**src/rtl/pipe_skid_buffer.sv**
```systemverilog
// Two-entry skid buffer (main + skid) with fully registered valid/ready decode.
// Optional synchronous flush port when PIPE_SKID_FLUSH_EN is defined.
module pipe_skid_buffer #(
  parameter int SIZE = 32
) (
  input  logic            clk,
  input  logic            rst,
`ifdef PIPE_SKID_FLUSH_EN
  input  logic            flush,
`endif
  input  logic            s_valid,
  output logic            s_ready,
  input  logic [SIZE-1:0] s_data,
  output logic            m_valid,
  input  logic            m_ready,
  output logic [SIZE-1:0] m_data
);

  typedef enum logic [1:0] {EMPTY, BUSY, FULL} state_t;

  state_t          state_p0, state_nxt;
  logic [SIZE-1:0] main_p0, main_nxt;
  logic [SIZE-1:0] skid_p0, skid_nxt;
  logic            flush_w;
  logic            up, dn;

`ifdef PIPE_SKID_FLUSH_EN
  assign flush_w = flush;
`else
  assign flush_w = 1'b0;
`endif

  // Handshake outputs depend on registered state only (plus flush gating).
  assign m_valid = (state_p0 != EMPTY);
  assign m_data  = main_p0;
  assign s_ready = (state_p0 != FULL) && !flush_w;

  assign up = s_valid && s_ready;
  assign dn = m_valid && m_ready;

  always_comb begin
    state_nxt = state_p0;
    main_nxt  = main_p0;
    skid_nxt  = skid_p0;
    case (state_p0)
      EMPTY: begin
        if (up) begin
          state_nxt = BUSY;
          main_nxt  = s_data;
        end
      end
      BUSY: begin
        if (up && dn) begin
          main_nxt = s_data;
        end else if (dn) begin
          state_nxt = EMPTY;
        end else if (up) begin
          state_nxt = FULL;
          skid_nxt  = s_data;
        end
      end
      FULL: begin
        if (dn) begin
          state_nxt = BUSY;
          main_nxt  = skid_p0;
        end
      end
      default: state_nxt = EMPTY;
    endcase
    // Flush overrides everything; a coincident downstream pop counts as done.
    if (flush_w) begin
      state_nxt = EMPTY;
      main_nxt  = '0;
      skid_nxt  = '0;
    end
  end

  always_ff @(posedge clk or negedge rst) begin
    if (!rst) begin
      state_p0 <= EMPTY;
      main_p0  <= '0;
      skid_p0  <= '0;
    end else begin
      state_p0 <= state_nxt;
      main_p0  <= main_nxt;
      skid_p0  <= skid_nxt;
    end
  end

endmodule

```
**config.mk**
```make
export PLATFORM = sky130hd
export DESIGN_NAME = pipe_skid_buffer
export DESIGN_NICKNAME = d
export VERILOG_FILES = /design/src/rtl/pipe_skid_buffer.sv
export SDC_FILE = /design/constraint.sdc
export NUM_CORES = 1
export LEC_CHECK = 0
export BUFFER_PORTS_ARGS = -buffer_cell sky130_fd_sc_hd__buf_4
export CAP_MARGIN = 30
export CORE_MARGIN = 2
export CORE_UTILIZATION = 50
export CTS_BUF_LIST = sky130_fd_sc_hd__clkbuf_16
export DETAILED_ROUTE_END_ITERATION = 7
export PLACE_DENSITY = 0.8
export SYNTH_ARGS = -nofsm -noshare
export SYNTH_HDL_FRONTEND = slang
export SYNTH_SLANG_ARGS = --single-unit
export TNS_END_PERCENT = 1
```
**constraint.sdc**
```tcl
create_clock -name clk -period 2.73 [get_ports clk]
set_clock_uncertainty 0.2 [all_clocks]
set_input_delay 0.6825 -clock clk [delete_from_list [all_inputs] [get_ports clk]]
set_output_delay 0.6825 -clock clk [all_outputs]
set_load 0.05 [all_outputs]
```
; ---- Word-level counts from Yosys, hierarchy flattened
; Index checks and enable logic that the tools add are counted.
[word_totals]
ff_bits = 66
input_bits = 36
out_inout_bits = 34
elab_cells = 32
[op_classes]
n_eq_ne = 8
mux = 10
bitwise = 2
reduce_logical = 9
[op_table]
columns = cell, count
row1 = 32-bit two-way mux, 3
row2 = 32-bit one-hot mux with 3 select lines, 1
row3 = 4-bit AND reduction, 3
row4 = 2-bit two-way mux, 5
row5 = 2-bit != test (second input constant), 5
row6 = 2-bit one-hot mux with 3 select lines, 1
row7 = 1-bit logical AND, 3
row8 = 3-bit != test (second input constant), 1
row9 = 3-bit nonzero test, 1
row10 = 2-bit by 1-bit equality test with 1-bit output (second input constant), 1
row11 = 2-bit equality test (second input constant), 1
row12 = 2-bit zero test, 1
row13 = 1-bit inverter, 2
row14 = 2-bit nonzero test, 1

; ---- Depth between registers and ports, before layout
[logic_depth]
depth_word = 6
depth_mapped = 5
depth_no_buf = 3

; ---- Worst setup path after synthesis
; No wires, ideal clock.
[synth_timing]
path_kind = input to register
from = input port m_ready
to = register skid_p0[10]
setup_ps = 127
t_arrival_ps = 1576
required_ps = 2403
slack_ps = 826
path_stages = 5
path_buffers = 2
cell_sequence = nor2b_1 -> and2_1 -> buf_4 -> buf_6 -> mux2_1
[synth_between]
elab_chain_len = 4
word_cells_on_any_way = 5
classes_between = 2 x bitwise / 3 x reduce/logical
[synth_rtl]
columns = element, line_no
row1 = start: declaration, 15  ; input logic m_ready,
row2 = 1-bit logical AND (*), 39  ; assign dn = m_valid && m_ready;
row3 = 1-bit logical AND, 53  ; if (up && dn) begin
row4 = 1-bit inverter (no line), -
row5 = 4-bit AND reduction (no line) (*), -
row6 = end signal: assignment, 86  ; skid_p0 <= skid_nxt;
row7 = end: declaration, 23  ; logic [SIZE-1:0] skid_p0, skid_nxt;
; Mark *: on every way between the ends. The rest lies on a longest branch, timed or not.
; A chain may end at the register's enable or synchronous reset.

; ---- Final worst setup path
[layout_timing]
from = register state_p0[1]
to = output port s_ready
[layout_between]
elab_chain_len = 1
[layout_rtl]
columns = element, line_no
row1 = start: declaration, 21  ; state_t state_p0, state_nxt;
row2 = start signal: assignment, 84  ; state_p0 <= state_nxt;
row3 = 2-bit != test, 36  ; assign s_ready = (state_p0 != FULL) && !flush_w;
row4 = end: declaration, 12  ; output logic s_ready,
; Every way passes these cells.

==> results.yml <==
routing:
  drt-initial-drc-count: 55
  wirelength_microns: 5620
  drt-pass1-iter-count: 3
  wl_per_cell_microns: 16.5
  viasPerCell: 5.05
  drt.antenna.violating_nets: 0
  drcViolationCount: 0
  vias: 1716
clock_tree:
  numCtsBuffers: 9
  cts_hold_buf: 0
  cts_tree: "done"
  postCtsResizedCells: 0
  cts_sinks: 66
  post-cts-setup-buffers: 0
  clk_pin_slew_ps: 50
  cts-root-buf: "clkbuf_16"
  cts_buffer_depth: 2
  insertion_delay_ps: 320
  htreeDepth: 3
floorplan:
  die_y_microns: 83.6
  die_w_microns: 83.6
  coreArea_sq_um: 6030
  rows: 28
  dieArea_sq_um: 6980
  start_util_pct: 52.5
  pin_count: 70
sta:
  setup_viol: 0
  fin_crit_sh_pct: 82.3
  rsz0062_at_grt: "no"
  worstMarginPinSlew_ps: 821
  setup_slack_ps: 483
  final_max_slew_viol_count: 0
  hold_viol: 0
  fin_crit_ps: 2250
  fmax_mhz: 445
  setup_tns_ps: 0
  slew_headroom_pct: 45.3
outcome:
  outcome: "complete, no violations"
power_and_ir_drop:
  p_leak_nw: 1.89
  total_power_mw: 4.21
  peakVddDrop_v: 0.000611
  p_per_area_nw_per_um2: 1050
worst_setup_path:
  r2r_end: "m_data[0]"
  cp-startpoint: "state_p0[1]"
  worstPathRequired_ps: 1850
  end_kind: "output port"
  crit_end: "s_ready"
  crit_type: "reg2out"
  ff2ff_path_depth: 4
  reg2reg_slack_ps: 700
  rr_startpoint: "state_p0[1]"
  start_kind: "flop"
  cp.arrival_ps: 1360
  cp_max_fo: 8
synth:
  yosysWarnings: 0
  ys_types: 18
  seq_area_frac_synth_pct: 52.2
  syn_area_per_cell_sq_um: 16.9
  synthesis.area_sq_um: 3170
  ys_ff_latch: 66
  synth_nets: 223
  synthCells: 187
cells_and_area:
  diodes: 0
  nFillCells: 457
  finalNetCount: 297
  drive_gt1_share_pct: 56.2
  synthToLayoutAreaGrowth_pct: 26.2
placed_design:
  portBuffers: 69
  gp_congestion: 0.687
  dp_hpwl_microns: 3670
  dp_slack_ps: 511
global_routing:
  grt_util_all_layers_pct: 17.2
  grt_pass1_vias: 1892
  antenna_found_initial: 0
  grt_pass1_wl_microns: 9450
  grt_overflow: 0
  grt_max_degree: 67
job:
  cap_violations: 0
hold_path:
  min_path_type: "in2async"
cells by family after synthesis:
family | after synthesis | synth area share, %
AOI/OAI and AO/OA | 4 | 0.791
DFF | 66 | 52.2
buffers and inverters | 12 | 4.39
and+or+nand+nor | 8 | 1.54
muxes | 97 | 41.1
registers in the layout, indices dropped and copies added (netlist names):
name,flops
m_data,32
skid_p0,32
state_p0,2
per-stage QoR:
step	utilization [%]	std cells	hold slack (ps)	cell area [sq um]
floorplan	-	187	187	3170
global placement	61.8	325	264	3720
detailed placement	61.8	325	275	3720
CTS	66.3	340	286	4000
global route	66.3	340	298	4000
finish	66.3	340	259	4000
final cells by class:
cell class / count / area, sq um / share of cell area, %
multi-input cells: 109 / 1390 / 34.8
clock buffers: 9 / 225 / 5.64
clock inverters: 6 / 50.0 / 1.25
repair buffers: 74 / 581 / 14.5
flip-flops and latches: 66 / 1650 / 41.3
inverters: 1 / 3.75 / 0.0939
well taps: 75 / 93.8 / 2.35
report_power, final:
part	switching [mW]	total, mW	leakage (nW)	internal (mW)
registers	0.205	1.55	0.778	1.34
clock network	0.386	1.07	0.139	0.686
logic	0.896	1.59	0.974	0.692
total	1.49	4.21	1.89	2.72
layout by cell type (no fill, tap or decap), drive strengths merged:
cell type  instances
mux2              96
buf               74
dfrtp             66
clkbuf             9
clkinv             4
nor2b              3
a21oi              2
inv                2
or2                1
nand2b             1
nand3b             1
o21ai              1
and2               1
nor2               1
mux2i              1
o22ai              1
bufinv             1
routing by layer:
metal	track usage [%]	vias to the layer above	wire length (microns)
met5	0	-	0
met4	7.92	0	87
met3	4.25	8	245
met2	29.4	38	2930
met1	20.5	861	2360
li1	-	809	-
worst max-delay path: stages, from the launching register on:
cell	delay, ps
dfrtp_1	430
nor2b_4	380
inv_2	40
buf_4	190
synth_stat cells:
cell type	number	area (sq um)
a21oi_1	2	10.0
and2_1	1	6.26
buf_12	3	60.1
buf_4	4	30.0
buf_6	4	45.0
dfrtp_1	66	1650
inv_2	1	3.75
mux2_1	36	405
mux2_2	4	45.0
mux2_4	56	841
mux2i_1	1	10.0
nand2b_1	1	6.26
nand3b_1	1	7.51
nor2_1	1	3.75
nor2b_1	3	18.8
o21ai_2	1	8.76
o22ai_1	1	6.26
or2_1	1	6.26
worst min path at each step:
stage                startpoint           to  slack (ps)
global placement     skid_p0[0]   skid_p0[0]         260
detailed placement  skid_p0[17]  skid_p0[17]         270
global route        skid_p0[22]  skid_p0[22]         300
floorplan                   rst    m_data[0]         190
CTS                         rst    m_data[7]         290
finish                      rst   skid_p0[5]         260
Power figures use the tool's default switching activity.
